--- src/rtl/serial_init_port.sv ---
// Serial bus initiator: accepts read/write burst requests, arbitrates for
// the shared bus, shifts the address and write data out LSB-first, collects
// read data LSB-first, waits for the target acknowledge and supports split
// transactions that are resumed exactly where they stopped.
module serial_init_port #(
   parameter int ADDR_W    = 16,
   parameter int DATA_W    = 8,
   parameter int MAX_BURST = 4,
   parameter int TIMEOUT   = 255,
   localparam int LEN_W    = (MAX_BURST > 1) ? $clog2(MAX_BURST) : 1
) (
   input  logic              clk,
   input  logic              rst_n,
   input  logic              req_valid,
   output logic              req_ready,
   input  logic              req_rw,
   input  logic [ADDR_W-1:0] req_addr,
   input  logic [LEN_W-1:0]  req_len,
   input  logic [DATA_W-1:0] wdata,
   input  logic              wdata_valid,
   output logic              wdata_ready,
   output logic [DATA_W-1:0] rdata,
   output logic              rdata_valid,
   output logic              done,
   output logic              err,
   output logic              split,
   output logic              busy,
   output logic              arb_req,
   input  logic              arb_grant,
   output logic              bus_out,
   output logic              bus_out_valid,
   output logic              bus_mode,
   output logic              bus_rw,
   input  logic              bus_in,
   input  logic              bus_in_valid,
   input  logic              tgt_ack,
   input  logic              tgt_split
);

   localparam int ABIT_W = (ADDR_W > 1) ? $clog2(ADDR_W) : 1;
   localparam int DBIT_W = (DATA_W > 1) ? $clog2(DATA_W) : 1;
   localparam int IDX_W  = (ABIT_W > DBIT_W) ? ABIT_W : DBIT_W;
   localparam int WD_W   = (TIMEOUT > 1) ? $clog2(TIMEOUT) : 1;

   localparam logic [IDX_W-1:0] ADDR_LAST = IDX_W'(ADDR_W - 1);
   localparam logic [IDX_W-1:0] DATA_LAST = IDX_W'(DATA_W - 1);
   localparam logic [WD_W-1:0]  WD_LAST   = WD_W'(TIMEOUT - 1);

   typedef enum logic [2:0] {
      IDLE,
      ARB,
      ADDR,
      WDATA,
      RDATA,
      ACK,
      SPLIT
   } state_t;

   state_t              state, state_n;
   state_t              saved_state, saved_n;
   logic [ADDR_W-1:0]   addr_q, addr_n;
   logic                rw_q, rw_n;
   logic [LEN_W-1:0]    len_q, len_n;
   logic [LEN_W-1:0]    beat_q, beat_n;
   logic [IDX_W-1:0]    bit_q, bit_n, bit_inc;
   logic [DATA_W-1:0]   shift_q, shift_n;
   logic [WD_W-1:0]     wd_q, wd_n;

   logic                req_ready_n, wdata_ready_n, rdata_valid_n;
   logic                done_n, err_n, split_n, busy_n, arb_req_n;
   logic                bus_out_n, bus_out_valid_n, bus_mode_n, bus_rw_n;
   logic [DATA_W-1:0]   rdata_n;
   logic                capture, abort, timeout;

   assign bit_inc = bit_q + 1'b1;

   // State, datapath and every output are flops; rst_n clears them at once.
   always_ff @(posedge clk or negedge rst_n) begin
      if (!rst_n) begin
         state         <= IDLE;
         saved_state   <= IDLE;
         addr_q        <= '0;
         rw_q          <= 1'b0;
         len_q         <= '0;
         beat_q        <= '0;
         bit_q         <= '0;
         shift_q       <= '0;
         wd_q          <= '0;
         req_ready     <= 1'b1;
         wdata_ready   <= 1'b0;
         rdata         <= '0;
         rdata_valid   <= 1'b0;
         done          <= 1'b0;
         err           <= 1'b0;
         split         <= 1'b0;
         busy          <= 1'b0;
         arb_req       <= 1'b0;
         bus_out       <= 1'b0;
         bus_out_valid <= 1'b0;
         bus_mode      <= 1'b0;
         bus_rw        <= 1'b0;
      end else begin
         state         <= state_n;
         saved_state   <= saved_n;
         addr_q        <= addr_n;
         rw_q          <= rw_n;
         len_q         <= len_n;
         beat_q        <= beat_n;
         bit_q         <= bit_n;
         shift_q       <= shift_n;
         wd_q          <= wd_n;
         req_ready     <= req_ready_n;
         wdata_ready   <= wdata_ready_n;
         rdata         <= rdata_n;
         rdata_valid   <= rdata_valid_n;
         done          <= done_n;
         err           <= err_n;
         split         <= split_n;
         busy          <= busy_n;
         arb_req       <= arb_req_n;
         bus_out       <= bus_out_n;
         bus_out_valid <= bus_out_valid_n;
         bus_mode      <= bus_mode_n;
         bus_rw        <= bus_rw_n;
      end
   end

   // Next-state and next-output decode; pulses default low, levels hold.
   always_comb begin
      state_n         = state;
      saved_n         = saved_state;
      addr_n          = addr_q;
      rw_n            = rw_q;
      len_n           = len_q;
      beat_n          = beat_q;
      bit_n           = bit_q;
      shift_n         = shift_q;
      wd_n            = wd_q;
      req_ready_n     = req_ready;
      busy_n          = busy;
      arb_req_n       = arb_req;
      split_n         = split;
      bus_mode_n      = bus_mode;
      bus_rw_n        = bus_rw;
      rdata_n         = rdata;
      bus_out_n       = 1'b0;
      bus_out_valid_n = 1'b0;
      wdata_ready_n   = 1'b0;
      rdata_valid_n   = 1'b0;
      done_n          = 1'b0;
      err_n           = 1'b0;
      capture         = 1'b0;
      abort           = 1'b0;
      timeout         = 1'b0;

      case (state)
         IDLE: begin
            if (req_valid && req_ready) begin
               addr_n      = req_addr;
               rw_n        = req_rw;
               len_n       = req_len;
               bus_rw_n    = req_rw;
               req_ready_n = 1'b0;
               busy_n      = 1'b1;
               arb_req_n   = 1'b1;
               state_n     = ARB;
            end
         end

         ARB: begin
            if (arb_grant) begin
               state_n         = ADDR;
               bit_n           = '0;
               bus_out_n       = addr_q[0];
               bus_out_valid_n = 1'b1;
               bus_mode_n      = 1'b0;
            end
         end

         ADDR: begin
            if (!arb_grant) begin
               abort = 1'b1;
            end else if (bit_q == ADDR_LAST) begin
               beat_n     = '0;
               bit_n      = '0;
               bus_mode_n = 1'b1;
               if (rw_q) begin
                  state_n = WDATA;
                  capture = 1'b1;
               end else begin
                  state_n = RDATA;
                  shift_n = '0;
                  wd_n    = '0;
               end
            end else begin
               bit_n           = bit_inc;
               bus_out_n       = addr_q[bit_inc[ABIT_W-1:0]];
               bus_out_valid_n = 1'b1;
            end
         end

         WDATA: begin
            // bus_out_valid doubles as the "shifter holds a word" flag here.
            if (!arb_grant) begin
               abort = 1'b1;
            end else if (bus_out_valid) begin
               if (bit_q == DATA_LAST) begin
                  if (beat_q == len_q) begin
                     state_n    = ACK;
                     bus_mode_n = 1'b0;
                     wd_n       = '0;
                  end else begin
                     beat_n  = beat_q + 1'b1;
                     bit_n   = '0;
                     capture = 1'b1;
                  end
               end else begin
                  bit_n           = bit_inc;
                  bus_out_n       = shift_q[bit_inc[DBIT_W-1:0]];
                  bus_out_valid_n = 1'b1;
               end
            end else begin
               capture = 1'b1;
            end
         end

         RDATA: begin
            if (tgt_split) begin
               saved_n    = RDATA;
               state_n    = SPLIT;
               split_n    = 1'b1;
               arb_req_n  = 1'b0;
               bus_mode_n = 1'b0;
            end else if (bus_in_valid) begin
               wd_n = '0;
               shift_n[bit_q[DBIT_W-1:0]] = bus_in;
               if (bit_q == DATA_LAST) begin
                  rdata_n       = shift_n;
                  rdata_valid_n = 1'b1;
                  shift_n       = '0;
                  bit_n         = '0;
                  if (beat_q == len_q) begin
                     state_n    = ACK;
                     bus_mode_n = 1'b0;
                  end else begin
                     beat_n = beat_q + 1'b1;
                  end
               end else begin
                  bit_n = bit_inc;
               end
            end else if (wd_q == WD_LAST) begin
               timeout = 1'b1;
            end else begin
               wd_n = wd_q + 1'b1;
            end
         end

         ACK: begin
            if (tgt_ack) begin
               done_n      = 1'b1;
               state_n     = IDLE;
               req_ready_n = 1'b1;
               busy_n      = 1'b0;
               arb_req_n   = 1'b0;
               bus_rw_n    = 1'b0;
            end else if (tgt_split) begin
               saved_n   = ACK;
               state_n   = SPLIT;
               split_n   = 1'b1;
               arb_req_n = 1'b0;
            end else if (wd_q == WD_LAST) begin
               timeout = 1'b1;
            end else begin
               wd_n = wd_q + 1'b1;
            end
         end

         SPLIT: begin
            // First wait for the target to release, then re-arbitrate.
            if (!arb_req) begin
               if (!tgt_split) begin
                  arb_req_n = 1'b1;
               end
            end else if (arb_grant) begin
               state_n    = saved_state;
               split_n    = 1'b0;
               wd_n       = '0;
               bus_mode_n = (saved_state == RDATA);
            end
         end

         default: begin
            state_n = IDLE;
         end
      endcase

      if (capture && wdata_valid) begin
         shift_n         = wdata;
         bus_out_n       = wdata[0];
         bus_out_valid_n = 1'b1;
         wdata_ready_n   = 1'b1;
      end

      if (abort || timeout) begin
         err_n           = 1'b1;
         state_n         = IDLE;
         req_ready_n     = 1'b1;
         busy_n          = 1'b0;
         arb_req_n       = 1'b0;
         split_n         = 1'b0;
         bus_out_n       = 1'b0;
         bus_out_valid_n = 1'b0;
         bus_mode_n      = 1'b0;
         bus_rw_n        = 1'b0;
         wdata_ready_n   = 1'b0;
         rdata_valid_n   = 1'b0;
         shift_n         = '0;
         bit_n           = '0;
         beat_n          = '0;
         wd_n            = '0;
      end
   end

endmodule

--- config.mk ---
export PLATFORM = sky130hd
export DESIGN_NAME = serial_init_port
export DESIGN_NICKNAME = d
export VERILOG_FILES = /design/src/rtl/serial_init_port.sv
export SDC_FILE = /design/constraint.sdc
export NUM_CORES = 1
export LEC_CHECK = 0
export BUFFER_PORTS_ARGS = -buffer_cell sky130_fd_sc_hd__buf_2
export CORE_MARGIN = 2
export CORE_UTILIZATION = 62
export CTS_CLUSTER_DIAMETER = 120
export DETAILED_ROUTE_END_ITERATION = 7
export PLACE_DENSITY_LB_ADDON = 0.15
export SYNTH_ARGS = -nofsm -noshare
export SYNTH_HDL_FRONTEND = slang
export SYNTH_SLANG_ARGS = --single-unit
--- constraint.sdc ---
create_clock -name clk -period 5.2 [get_ports clk]
set_clock_uncertainty 0.15 [all_clocks]
set_input_delay 1.3 -clock clk [delete_from_list [all_inputs] [get_ports clk]]
set_output_delay 1.3 -clock clk [all_outputs]
set_load 0.01 [all_outputs]
==> metrics.md <==
| Metric | Value |
|---|---|
| Metal-1 WL | `3.93 mm` |
| TritonCTS clock tree | `yes` |
| Fmax | `between 0.3 and 0.4 GHz` |
| Final-stage net count | `455` |
| Row Count | `29` |
| Dpl cells | `482` |
| Die height | `83.9 µm` |
| Synth cell types | `75` |
| Power Dens Cells | `between 400 and 500 nW/µm²` |
| Most frequently used flop master after synthesis | `dfrtp_1` |
| Clock slew at reported path FFs | `0.08 ns` |
| Syn Area/Cell | `10.7 µm²` |
| Warnings, synthesis | `0` |
| Max-slew headroom | `37.1%` |
| Setup violators final | `0` |
| Non-Filler Instances | `498` |
| Synth Area in Simple Gates | `around 16%` |
| Asr flop ratio synth | `100%` |
| Critical path type | `input pin to flop` |
| Final setup margin | `2.41 ns` |
| Longest Clk Path Bufs | `2` |
| Sequential share of power | `roughly two fifths` |
| CTS hold repair buffers | `0` |
| GRT Util Overall | `26.6%` |
| Fin. Hold Viols | `0` |
| Port bufs | `55` |
| Share of layout cells above drive strength 1 | `28.7%` |
| Syn Nets | `409` |
| Required time of the critical path | `5.29 ns` |
| Detailed Route Iter0 Violations | `213` |
| Initial antenna violation count | `0` |
| First-pass GRT wire length | `approximately 15 mm` |
| Avg WL per Cell | `17.8 µm` |
| Final wirelength | `8.87 mm` |
| XOR/XNOR Fraction of Synth Area | `1.27%` |
| Pre-CTS setup slack | `~2.0 ns` |
| Synth-to-Final Area Change | `10.8%` |
| Worst EP arrival | `between 2 and 3 ns` |
| Total power | `2.09 mW` |
| Mux contribution to synthesized area | `approximately 16%` |
| Gate power share | `between 40 and 50%` |
| Power share of the clock group | `18.9%` |
| Routability congestion estimate | `0.956` |
| Area of the mapped netlist | `3950 µm²` |
| Crit path launch type | `input pin` |
| Core Area | `6240 µm²` |
| WL met3 | `about 460 µm` |
| Drt pass-1 iters | `4` |
| H-tree Lvls | `3` |
| Root Buffer Master | `clkbuf_8` |
| Least-Margin Pin Slew | `0.939 ns` |
| CTS Buf Count | `9` |
| Starting density of the core | `a little under two thirds` |
| Largest net degree at the start of global routing | `37` |
| Ant. Diodes | `0` |
| Max IR drop VDD | `0.000312 V` |
| Status | `completed` |
| Vias in the first global route | `about 3100` |
| Top-level port count | `56` |
| RSZ-0062 raised after global routing | `no` |
| # Post-CTS Setup Buffers | `0` |
| Mapped Cells | `370` |
| Vias post-DR | `3157` |
| Leak pwr | `roughly 2.0 nW` |
| Maxcap violations | `0` |
| Pins Over Slew Limit | `0` |
| Switching share of power | `39.5%` |
| Most common cell after layout, fill and taps aside | `dfrtp_1` |
| Vias per inst | `6.34` |
| Die X | `83.9 µm` |
| Internal Power | `1.26 mW` |
| Worst hold path class | `flop to flop` |
| Dpl hpwl | `about 6.2 mm` |
| Final min period | `2.79 ns` |
| Top layer reached by signal wires | `met4` |
| Die area | `7030 µm²` |
| Synth Area in Adders | `0.949%` |
| Post-synth EDFFs | `0` |
| Post-cts sizing count | `0` |
| CP endpoint kind | `flop` |
| Residual DRC | `0` |
| Crit share post-route | `53.6%` |
| Commonest non-fill, non-tap cells in the layout | `dfrtp_1 (65), buf_2 (55), nor2_1 (31)` |
| Post-route ant nets | `0` |
| Count of state elements after synthesis | `66` |
| DR WL met2 | `approximately 4.3 mm` |
| Setup TNS Final | `0 ns` |
| Clock sinks | `66` |
| Smallest hold slack | `just over 0.3 ns` |
| Largest family of logic cells by synthesized area | `compound AO/OA/AOI/OAI gates` |
| Worst skew pair latency | `about 0.35 ns` |
| Register area share after synthesis | `41.8%` |
| Critical path peak fanout | `22` |
| GRT overflow | `0` |
| Sw power | `0.825 mW` |
| Compound-gate portion of the synthesized area | `20.0%` |
==> path summary, 6_finish.rpt <==
path / startpoint / to / cells after the start / slack [ns]
hold reg to reg: saved_state[2] / saved_state[2] / 2 / 0.31
hold / removal: saved_state[2] / saved_state[2] / 2 / 0.31
min in group asynchronous: rst_n / state[2] / 1 / 0.86
setup / recovery: tgt_split / wd_q[1] / 7 / 2.41
max in group asynchronous: rst_n / req_ready / 2 / 3.08
setup reg to reg: state[0] / shift_q[7] / 4 / 2.46
==> worst max-delay path, stage by stage <==
cell and delay [ns]:
buf_2 0.16, nor3b_1 0.25, nand3_1 0.22, o22a_4 0.32
inv_6 0.17, o21ai_4 0.13, mux2_4 0.32
==> layer usage <==
metal,GRT usage [%],vias up
li1,-,1481
met1,34.8,1552
met2,44.0,110
met3,6.33,14
met4,8.21,0
met5,0,-
==> cells by family (layout without fill, tap and decap cells) <==
logic type | Yosys count | after routing
adder cells (fa/ha/maj) | 3 | 3
XOR/XNOR | 4 | 4
multiplexers | 50 | 50
flip-flops | 66 | 66
AND/OR/NAND/NOR | 110 | 110
buffers and inverters | 34 | 85
AO/OA/AOI/OAI | 103 | 103
==> state kept, by name, indices dropped and copies added, names as in the netlist, 2 cells and up <==
name	count
len_q	2
shift_q	8
bit_q	4
beat_q	2
rdata	8
wd_q	8
state	3
addr_q	16
saved_state	2
==> area by class of cell <==
| cell class | instances | area (µm²) |
|---|---|---|
| well taps | 77 | 96.3 |
| clock inverters | 6 | 42.5 |
| repair buffers | 57 | 290 |
| inverters | 12 | 50.0 |
| clock buffers | 10 | 138 |
| fillers | 477 | 1860 |
| flip-flops and latches | 66 | 1650 |
| multi-input cells | 270 | 2110 |
==> Yosys cell counts, types with 3 or more instances <==
library cell	number	share of area [%]
buf_4	5	0.95
nor3_1	4	0.51
ha_1	3	0.95
a31oi_1	9	1.4
buf_2	10	1.3
nand3_1	9	1.1
inv_1	9	0.85
a211oi_1	3	0.57
and3_1	7	1.1
a2bb2oi_1	6	1.3
o22a_1	4	0.89
nand2_1	18	1.7
a21o_1	4	0.76
mux4_2	6	3.4
mux2_2	20	5.7
nand4_1	3	0.47
nor2b_1	4	0.63
o211ai_1	5	0.95
o2bb2ai_1	7	1.6
a21oi_1	25	3.2
mux2i_1	16	4.1
nor2_1	31	2.9
nor3b_1	5	0.95
nand3b_1	6	1.1
clkbuf_1	3	0.28
mux2_1	7	2.0
o21ai_0	11	1.4
nand2b_1	6	0.95
dfrtp_1	65	41
==> power by group through the flow <==
stage	combinational [mW]	clock, mW	sequential (mW)
5_1_grt	0.961	0.424	0.828
4_1_cts	0.881	0.401	0.806
3_5_place_dp	0.877	0	0.814
2_1_floorplan	0.750	0	0.745
6_report	0.884	0.394	0.807
3_3_place_gp	0.854	0	0.809
==> metrics by stage <==
step / util, % / cell area (µm²)
floorplan: - / 3950
global placement: 67.3 / 4200
detailed placement: 67.3 / 4200
CTS: 70.2 / 4380
global route: 70.2 / 4380
finish: 70.2 / 4380
Power figures use the tool's default switching activity.
